===== src/rtl/cache_arb_pkg.sv =====
// Shared types and default widths for the I/D cache arbiter.
// Imported by the arbiter interface, the arbiter RTL and its testbench.
package cache_arb_pkg;

    localparam int DEFAULT_ADDR_W = 32;
    localparam int DEFAULT_LINE_W = 256;

    typedef enum logic [1:0] {
        IDLE,
        SERVE_I,
        SERVE_D,
        RESP
    } state_e;

    typedef enum logic {
        PORT_I = 1'b0,
        PORT_D = 1'b1
    } port_e;

endpackage


===== src/rtl/cache_arbiter_if.sv =====
// Bundle of the I-cache, D-cache and cacheline-adaptor signals around the arbiter.
// 'slave' is the arbiter's view; 'master' is the view of the caches and adaptor.
interface cache_arbiter_if
    import cache_arb_pkg::*;
#(
    parameter int ADDR_W = DEFAULT_ADDR_W,
    parameter int LINE_W = DEFAULT_LINE_W
);

    logic [ADDR_W-1:0] i_address_i;
    logic              i_read_i;
    logic              i_write_i;
    logic [LINE_W-1:0] i_line_i;
    logic [LINE_W-1:0] i_line_o;
    logic              i_resp_o;

    logic [ADDR_W-1:0] d_address_i;
    logic              d_read_i;
    logic              d_write_i;
    logic [LINE_W-1:0] d_line_i;
    logic [LINE_W-1:0] d_line_o;
    logic              d_resp_o;

    logic [ADDR_W-1:0] mem_address_o;
    logic              mem_read_o;
    logic              mem_write_o;
    logic [LINE_W-1:0] mem_line_o;
    logic [LINE_W-1:0] mem_line_i;
    logic              mem_resp_i;

    modport slave (
        input  i_address_i, i_read_i, i_write_i, i_line_i,
        output i_line_o, i_resp_o,
        input  d_address_i, d_read_i, d_write_i, d_line_i,
        output d_line_o, d_resp_o,
        output mem_address_o, mem_read_o, mem_write_o, mem_line_o,
        input  mem_line_i, mem_resp_i
    );

    modport master (
        output i_address_i, i_read_i, i_write_i, i_line_i,
        input  i_line_o, i_resp_o,
        output d_address_i, d_read_i, d_write_i, d_line_i,
        input  d_line_o, d_resp_o,
        input  mem_address_o, mem_read_o, mem_write_o, mem_line_o,
        output mem_line_i, mem_resp_i
    );

endinterface


===== src/rtl/cache_arbiter.sv =====
// Round-robin arbiter sharing one cacheline adaptor between the I-cache and D-cache.
// One transaction at a time: grant in IDLE, hold the request until the adaptor answers, pulse resp.
module cache_arbiter
    import cache_arb_pkg::*;
#(
    parameter int ADDR_W = DEFAULT_ADDR_W,
    parameter int LINE_W = DEFAULT_LINE_W
) (
    input  logic            clk,
    input  logic            reset_n,
    cache_arbiter_if.slave  bus
);

    state_e            state_q, state_d;
    port_e             last_grant_q, last_grant_d;
    logic [ADDR_W-1:0] addr_q, addr_d;
    logic              is_write_q, is_write_d;
    logic [LINE_W-1:0] wdata_q, wdata_d;
    logic [LINE_W-1:0] line_buf_q, line_buf_d;

    logic  i_req;
    logic  d_req;
    logic  serving;
    port_e gnt;

    assign i_req   = bus.i_read_i | bus.i_write_i;
    assign d_req   = bus.d_read_i | bus.d_write_i;
    assign serving = (state_q == SERVE_I) || (state_q == SERVE_D);

    always_comb begin
        // NOTE: every variable written here gets a default first, so no path leaves one unassigned and infers a latch.
        state_d      = state_q;
        last_grant_d = last_grant_q;
        addr_d       = addr_q;
        is_write_d   = is_write_q;
        wdata_d      = wdata_q;
        line_buf_d   = line_buf_q;
        gnt          = last_grant_q;

        case (state_q)
            IDLE: begin
                if (i_req || d_req) begin
                    // On a tie the port that lost last time wins.
                    if (i_req && d_req) begin
                        gnt = (last_grant_q == PORT_I) ? PORT_D : PORT_I;
                    end else begin
                        gnt = d_req ? PORT_D : PORT_I;
                    end
                    last_grant_d = gnt;
                    // Read has priority when a port raises read and write together.
                    if (gnt == PORT_D) begin
                        addr_d     = bus.d_address_i;
                        is_write_d = !bus.d_read_i;
                        wdata_d    = bus.d_line_i;
                        state_d    = SERVE_D;
                    end else begin
                        addr_d     = bus.i_address_i;
                        is_write_d = !bus.i_read_i;
                        wdata_d    = bus.i_line_i;
                        state_d    = SERVE_I;
                    end
                end
            end
            SERVE_I, SERVE_D: begin
                if (bus.mem_resp_i) begin
                    if (!is_write_q) begin
                        line_buf_d = bus.mem_line_i;
                    end
                    state_d = RESP;
                end
            end
            RESP:    state_d = IDLE;
            default: state_d = IDLE;
        endcase
    end

    // NOTE: sequential state is updated with non-blocking assignments so every flop sees pre-edge values.
    always_ff @(posedge clk) begin
        if (!reset_n) begin
            state_q      <= IDLE;
            last_grant_q <= PORT_I;
            addr_q       <= '0;
            is_write_q   <= 1'b0;
            // NOTE: the line registers are ordinary flops, so clearing them in reset is cheap and keeps the outputs defined.
            wdata_q      <= '0;
            line_buf_q   <= '0;
        end else begin
            state_q      <= state_d;
            last_grant_q <= last_grant_d;
            addr_q       <= addr_d;
            is_write_q   <= is_write_d;
            wdata_q      <= wdata_d;
            line_buf_q   <= line_buf_d;
        end
    end

    // Outputs are gated by reset_n so they read zero while reset is held, before the first edge.
    assign bus.mem_read_o    = reset_n && serving && !is_write_q;
    assign bus.mem_write_o   = reset_n && serving &&  is_write_q;
    assign bus.mem_address_o = reset_n ? addr_q  : '0;
    assign bus.mem_line_o    = reset_n ? wdata_q : '0;

    assign bus.i_resp_o = reset_n && (state_q == RESP) && (last_grant_q == PORT_I);
    assign bus.d_resp_o = reset_n && (state_q == RESP) && (last_grant_q == PORT_D);
    assign bus.i_line_o = reset_n ? line_buf_q : '0;
    assign bus.d_line_o = reset_n ? line_buf_q : '0;

endmodule


===== src/flat_wrapper.sv =====
// flat-port wrapper written by rule: the top's interface ports become plain ports
module cache_arbiter_flat import cache_arb_pkg::*;
#(
    parameter int ADDR_W = DEFAULT_ADDR_W,
    parameter int LINE_W = DEFAULT_LINE_W
)
  (clk, reset_n, bus_i_address_i, bus_i_read_i, bus_i_write_i, bus_i_line_i, bus_i_line_o, bus_i_resp_o, bus_d_address_i, bus_d_read_i, bus_d_write_i, bus_d_line_i, bus_d_line_o, bus_d_resp_o, bus_mem_address_o, bus_mem_read_o, bus_mem_write_o, bus_mem_line_o, bus_mem_line_i, bus_mem_resp_i);
  cache_arbiter_if #(.ADDR_W(ADDR_W), .LINE_W(LINE_W)) bus_i ();
  input  logic clk;
  input  logic reset_n;
  input wire logic [$bits(bus_i.i_address_i)-1:0] bus_i_address_i;
  input wire logic [$bits(bus_i.i_read_i)-1:0] bus_i_read_i;
  input wire logic [$bits(bus_i.i_write_i)-1:0] bus_i_write_i;
  input wire logic [$bits(bus_i.i_line_i)-1:0] bus_i_line_i;
  output wire logic [$bits(bus_i.i_line_o)-1:0] bus_i_line_o;
  output wire logic [$bits(bus_i.i_resp_o)-1:0] bus_i_resp_o;
  input wire logic [$bits(bus_i.d_address_i)-1:0] bus_d_address_i;
  input wire logic [$bits(bus_i.d_read_i)-1:0] bus_d_read_i;
  input wire logic [$bits(bus_i.d_write_i)-1:0] bus_d_write_i;
  input wire logic [$bits(bus_i.d_line_i)-1:0] bus_d_line_i;
  output wire logic [$bits(bus_i.d_line_o)-1:0] bus_d_line_o;
  output wire logic [$bits(bus_i.d_resp_o)-1:0] bus_d_resp_o;
  output wire logic [$bits(bus_i.mem_address_o)-1:0] bus_mem_address_o;
  output wire logic [$bits(bus_i.mem_read_o)-1:0] bus_mem_read_o;
  output wire logic [$bits(bus_i.mem_write_o)-1:0] bus_mem_write_o;
  output wire logic [$bits(bus_i.mem_line_o)-1:0] bus_mem_line_o;
  input wire logic [$bits(bus_i.mem_line_i)-1:0] bus_mem_line_i;
  input wire logic [$bits(bus_i.mem_resp_i)-1:0] bus_mem_resp_i;
  assign bus_i.i_address_i = bus_i_address_i;
  assign bus_i.i_read_i = bus_i_read_i;
  assign bus_i.i_write_i = bus_i_write_i;
  assign bus_i.i_line_i = bus_i_line_i;
  assign bus_i_line_o = bus_i.i_line_o;
  assign bus_i_resp_o = bus_i.i_resp_o;
  assign bus_i.d_address_i = bus_d_address_i;
  assign bus_i.d_read_i = bus_d_read_i;
  assign bus_i.d_write_i = bus_d_write_i;
  assign bus_i.d_line_i = bus_d_line_i;
  assign bus_d_line_o = bus_i.d_line_o;
  assign bus_d_resp_o = bus_i.d_resp_o;
  assign bus_mem_address_o = bus_i.mem_address_o;
  assign bus_mem_read_o = bus_i.mem_read_o;
  assign bus_mem_write_o = bus_i.mem_write_o;
  assign bus_mem_line_o = bus_i.mem_line_o;
  assign bus_i.mem_line_i = bus_mem_line_i;
  assign bus_i.mem_resp_i = bus_mem_resp_i;
  cache_arbiter #(.ADDR_W(ADDR_W), .LINE_W(LINE_W)) u_core (.clk(clk), .reset_n(reset_n), .bus(bus_i));
endmodule

===== config.mk =====
export PLATFORM = sky130hd
export DESIGN_NAME = cache_arbiter_flat
export DESIGN_NICKNAME = d
export VERILOG_FILES = /design/src/rtl/cache_arb_pkg.sv /design/src/rtl/cache_arbiter_if.sv /design/src/rtl/cache_arbiter.sv /design/src/flat_wrapper.sv
export SDC_FILE = /design/constraint.sdc
export NUM_CORES = 2
export LEC_CHECK = 0
export ABC_AREA = 1
export CELL_PAD_IN_SITES_DETAIL_PLACEMENT = 1
export CELL_PAD_IN_SITES_GLOBAL_PLACEMENT = 1
export CORE_AREA = 2 2 647 649
export DETAILED_ROUTE_END_ITERATION = 16
export DIE_AREA = 0 0 649 651
export PLACE_DENSITY = 0.38
export SLEW_MARGIN = 20
export SYNTH_ARGS = -nofsm -noshare
export SYNTH_HDL_FRONTEND = slang
export SYNTH_SLANG_ARGS = --single-unit

===== constraint.sdc =====
create_clock -name clk -period 2.4 [get_ports clk]
set_clock_uncertainty 0.15 [all_clocks]
set_input_delay 0.36 -clock clk [delete_from_list [all_inputs] [get_ports clk]]
set_output_delay 0.36 -clock clk [all_outputs]
set_load 0.03 [all_outputs]

* Word level (Yosys, flattened, before mapping) *
Index checks and enable logic that the tools add are counted.

storage, ports and cells
  latch bits = 0
  memories = 0
  register bits = 548
  bits in writable memories = 0
  ROM bits = 0

cells by class
  reduce and logical (&&, ||, !) cells = 17
  divide/modulo/power cells = 0
  shift operators = 0
  bitwise operators = 4
  multiply operators = 0
  mux-type cells = 15
  $lt $le $gt $ge = 0
  $add $sub $neg = 0
  eq/ne operators = 5

operators by type and width
  operator                                              count
  two-way mux 256 bit                                   3
  two-way mux 32 bit                                    2
  logical AND 1 bit                                     7
  two-way mux 1 bit                                     6
  two-way mux 2 bit                                     3
  one-hot mux 2 bit (3 select lines)                    1
  equality test 2 bit (second input constant)           2
  AND reduction 2 bit                                   2
  zero test 1 bit                                       3
  AND reduction 3 bit                                   1
  equality test 2 x 1 -> 1 bit (second input constant)  1
  zero test 2 bit                                       1
  logical OR 1 bit                                      2
  != test 2 x 1 -> 1 bit (second input constant)        1
  != test 2 bit (second input constant)                 1
  inverter 1 bit                                        2
  bitwise OR 1 bit                                      2
  OR reduction 2 bit                                    1

* Longest topological paths before layout *
  depth after elaboration = 8
  depth in mapped cells = 8
  gate-level depth less buffers = 8

* Worst setup path after synthesis *
Ideal clock, no wire load.

  path kind = in2out
  start = in reset_n
  end = out bus_i_line_o[100]
  path slack = 0.311 ns
  arrival = 1.579 ns
  required time = 1.890 ns
  buffers on the path = 4
  cell stages on the path = 6
  cell sequence = buf_2 clkbuf_1 clkbuf_1 nand2_1 inv_1 buf_4

on the way
  word-level cells in the longest chain between the ends = 1

RTL lines
  item                 line                text
  from (decl)          flat_wrapper.sv:10  input logic reset_n;
  two-way mux 256 bit  --
  to (decl)            flat_wrapper.sv:15  output wire logic [$bits(bus_i.i_line_o)-1:0] bus_i_line_o;

No other way between the ends.

* Final worst setup path *
  start = reg u_core.state_q[0]
  end = out bus_mem_write_o

on the way
  word-level cells in the longest chain between the ends = 4
  elaborated cells between the ends (all ways) = 5
  those cells by class = eq/ne (2); reduce/logical (3)

RTL lines
  item                                                                        line                 text
  from (decl)                                                                 cache_arbiter.sv:14  state_e state_q, state_d;
  from (signal assigned)                                                      cache_arbiter.sv:88  state_q <= state_d;
  equality test 2 x 1 -> 1 bit / equality test 2 bit (equally long branches)  cache_arbiter.sv:28  assign serving = (state_q == SERVE_I) || (state_q == SERVE_D);
  logical OR 1 bit (*)                                                        cache_arbiter.sv:28
  logical AND 1 bit (*) (2 in series)                                         cache_arbiter.sv:99  assign bus.mem_write_o = reset_n && serving && is_write_q;
  to (decl)                                                                   flat_wrapper.sv:25   output wire logic [$bits(bus_i.mem_write_o)-1:0] bus_mem_write_o;

Every way passes the cells marked *; elsewhere a longest branch is shown, timed or not.

==> flow_summary_export.csv <==
group,metric,value,unit
status,outcome,"finished with violations",
status,violations,"setup timing",
floorplan,die_w,649,um
detailed_routing,highest_layer,"met5",
power,power_density,953,mW/mm^2
detailed_routing,wl_met1,109000,um
logic_synthesis,yosysSeqAreaShare,39.0,%
place,dp_hpwl,249000,um
logic_synthesis,synth_fa_ha_area_share,0.133,%
detailed_routing,met2WireLength,146000,um
logic_synthesis,syn-num-nets,5264,
clock_network,clk_pin_slew_worst_paths,0.05,ns
worst_setup_path,cp-start-kind,"flip-flop",
floorplan,dieHeight,651,um
logic_synthesis,yosys.area.top_type,"dfxtp_1",
clock_network,clock_sinks,548,
global_routing,grt_pass1_vias,38843,
floorplan,num_rows,237,
global_routing,grt.overflow.total,0,
logic_synthesis,synth_warnings,0,
sta,hold_violations,0,
clock_network,htreeDepth,3,
detailed_routing,drt_wl_total,284000,um
worst_setup_path,critical_path_class,"reg -> out",
global_routing,grt_max_degree,64,
sta,min_period,2.45,ns
logic_synthesis,yosys.area_share.simple,19.3,%
sta,setup_viol,4,
floorplan,pin_count,1643,
worst_hold_path,hp-class,"in -> reg",
detailed_routing,drtAntennaViolNets,0,
logic_synthesis,synth_compound_area_share,15.8,%
worst_setup_path,crit_fanout,3,
clock_network,clkLatencyLatePin,0.82,ns
logic_synthesis,synth.top_cell.area_share,39.0,%
worst_setup_path,cp.required,1.89,ns
floorplan,coreArea,0.415,sq mm
logic_synthesis,synthMuxAreaShare,0,%
logic_synthesis,synth_top_family_by_area,"buffers and inverters",
worst_setup_path,critPathArrivalTime,1.94,ns
logic_synthesis,ys_seq_elements,548,
power,finalPower,59.9,mW
sta,tightest_slew,0.460,ns
detailed_routing,drt_iter0_markers,1220,
logic_synthesis,synthCells,4422,
global_routing,grt_pass1_wl,369000,um
detailed_routing,remaining_drc_errors,0,
clock_network,clockBufferDepth,4,
clock_network,cts_buffers,87,
detailed_routing,vias_per_cell,2.97,
sta,rsz0062_at_grt,"yes",
sta,max_freq,408,MHz
worst_setup_path,slowest_stage,"dfxtp_2",
sta,finalCritPeriodShare,102,%
logic_synthesis,avgSynthCellArea,6.37,sq um
worst_setup_path,path_cells,"inv_2, ha_4, inv_4, nor3_4, buf_6, buf_12",
logic_synthesis,ys_types,22,
detailed_routing,wire_per_inst,23.6,um
cells_and_area,num-fill-cells,49345,
sta,relSlewSlack,69.2,%
cells_and_area,final_common_cell,"nand2_1",
cells_and_area,layout_common_cells,"nand2_1 (1131), inv_1 (1090), clkdlybuf4s50_1 (837), buf_4 (583), dlygate4sd3_1 (567)",
global_routing,antenna_found_initial,111,
clock_network,cts-root-buf,"clkbuf_16",
clock_network,cts_tree,"yes",
floorplan,dieArea,0.422,sq mm
place,port_buffers,1642,
worst_setup_path,critPathMaxStageDelay,0.34,ns
global_routing,grt_usage,12.9,%
power,total_leakage_power,29.3,nW
cells_and_area,nNetsFinal,7300,
cells_and_area,layout-drive-gt1-share,18.8,%
worst_setup_path,end_kind,"primary output",
place,post-place-ws,-0.526,ns
job,max_cap_viol_count,0,
power,peakVddDrop,0.512,mV
cells_and_area,syn_to_final_growth,123,%
floorplan,initial_core_util,6.78,%
sta,fin_ws,-0.0513,ns
logic_synthesis,syn-cell-area,0.0282,sq mm
detailed_routing,via_count,35758,
logic_synthesis,synth-xor-area-share,0,%
detailed_routing,met3_length,20700,um
place,gp_congestion,0.883,
detailed_routing,firstDrtPassIters,5,
sta,finalMaxSlewViolations,0,
logic_synthesis,synthTopCellsByArea,"dfxtp_1 (39%), nand2_1 (15%), inv_1 (15%)",
[registers in the layout (all words and copies together), names as in the netlist]
| register | cells |
|---|---|
| u_core.addr_q | 32 |
| u_core.line_buf_q | 256 |
| u_core.last_grant_q | 1 |
| u_core.state_q | 2 |
| u_core.wdata_q | 256 |
| u_core.is_write_q | 1 |
[critical path, delay by kind of cell (launching register included)]
| kind | cells | cell delay (ns) |
|---|---|---|
| fa+ha+maj | 1 | 0.28 |
| buf+inv | 4 | 0.38 |
| flops | 1 | 0.34 |
| simple gates | 1 | 0.12 |
[area by class of cell]
type | count | area, sq um | share of cell area (%)
Multi-Input combinational cell | 2248 | 10000 | 15.9
Sequential cell | 548 | 11000 | 17.5
Timing Repair Buffer | 2473 | 28000 | 44.6
Antenna cell | 19 | 47.5 | 0.0756
Clock inverter | 24 | 289 | 0.460
Tap cell | 5497 | 6880 | 10.9
Clock buffer | 125 | 2490 | 3.96
Inverter | 1100 | 4150 | 6.60
[per-stage QoR]
stage	TNS, ns	util (%)	std cells	hold slack (ns)	instance area [sq um]
finish	-0.106	15.1	12034	0.0581	62900
global route	-0.553	15.1	12029	0.0361	62800
floorplan	0	-	4422	0.273	28200
global placement	-118.94	13.0	11284	0.280	54100
detailed placement	-118.99	13.0	11284	0.285	54100
CTS	-1.38	15.1	12004	0.000546	62700
[cells by family (layout without fill, tap and decap cells)]
group | after synthesis | in the layout
simple gates | 1438 | 1438
fa+ha+maj | 3 | 3
flops | 548 | 548
other cells | 0 | 19
compound gates | 807 | 807
buf+inv | 1626 | 3722
[synth_stat cells (all sizes together)]
cell type	count
a21oi	260
nand2	1132
clkbuf	118
or2	1
o22ai	287
nor2	296
inv	1100
ha	3
nand3	5
buf	408
dfxtp	548
o21ai	260
nor3	4
[routing by layer]
metal	vias to the layer above	global-route usage, %
met1	17215	14.1
met5	-	0
met3	359	4.25
met4	36	3.43
li1	17023	-
met2	1125	23.8
[where the power goes]
part / total, mW / leakage, nW / switching, mW / internal, mW
clock network: 13.0 / 1.36 / 5.28 / 7.71
registers: 13.9 / 4.52 / 1.35 / 12.6
logic: 33.0 / 23.4 / 19.7 / 13.3
total: 59.9 / 29.3 / 26.3 / 33.6
[final timing paths]
kind	from	to	slack, ns	cells past startpoint
max reg2reg	u_core.state_q[0]	u_core.line_buf_q[3]	0.05	9
min reg2reg	u_core.line_buf_q[215]	u_core.line_buf_q[215]	0.29	2
min	reset_n	u_core.wdata_q[254]	0.06	6
max	u_core.state_q[0]	bus_mem_write_o	-0.05	6
[what timing repair did]
| action | 4_1_cts | 5_1_grt |
|---|---|---|
| cloned | 0 | 1 |
| setup endpoints to repair | 17 | 32 |
| pin swaps | 2 | 3 |
| endpoints found under the hold margin | 372 | 5 |
| resized for setup | 21 | 11 |
| buffers inserted | 4 | 10 |
| hold buffers | 567 | 1 |
(Power assumes the default switching activity.)
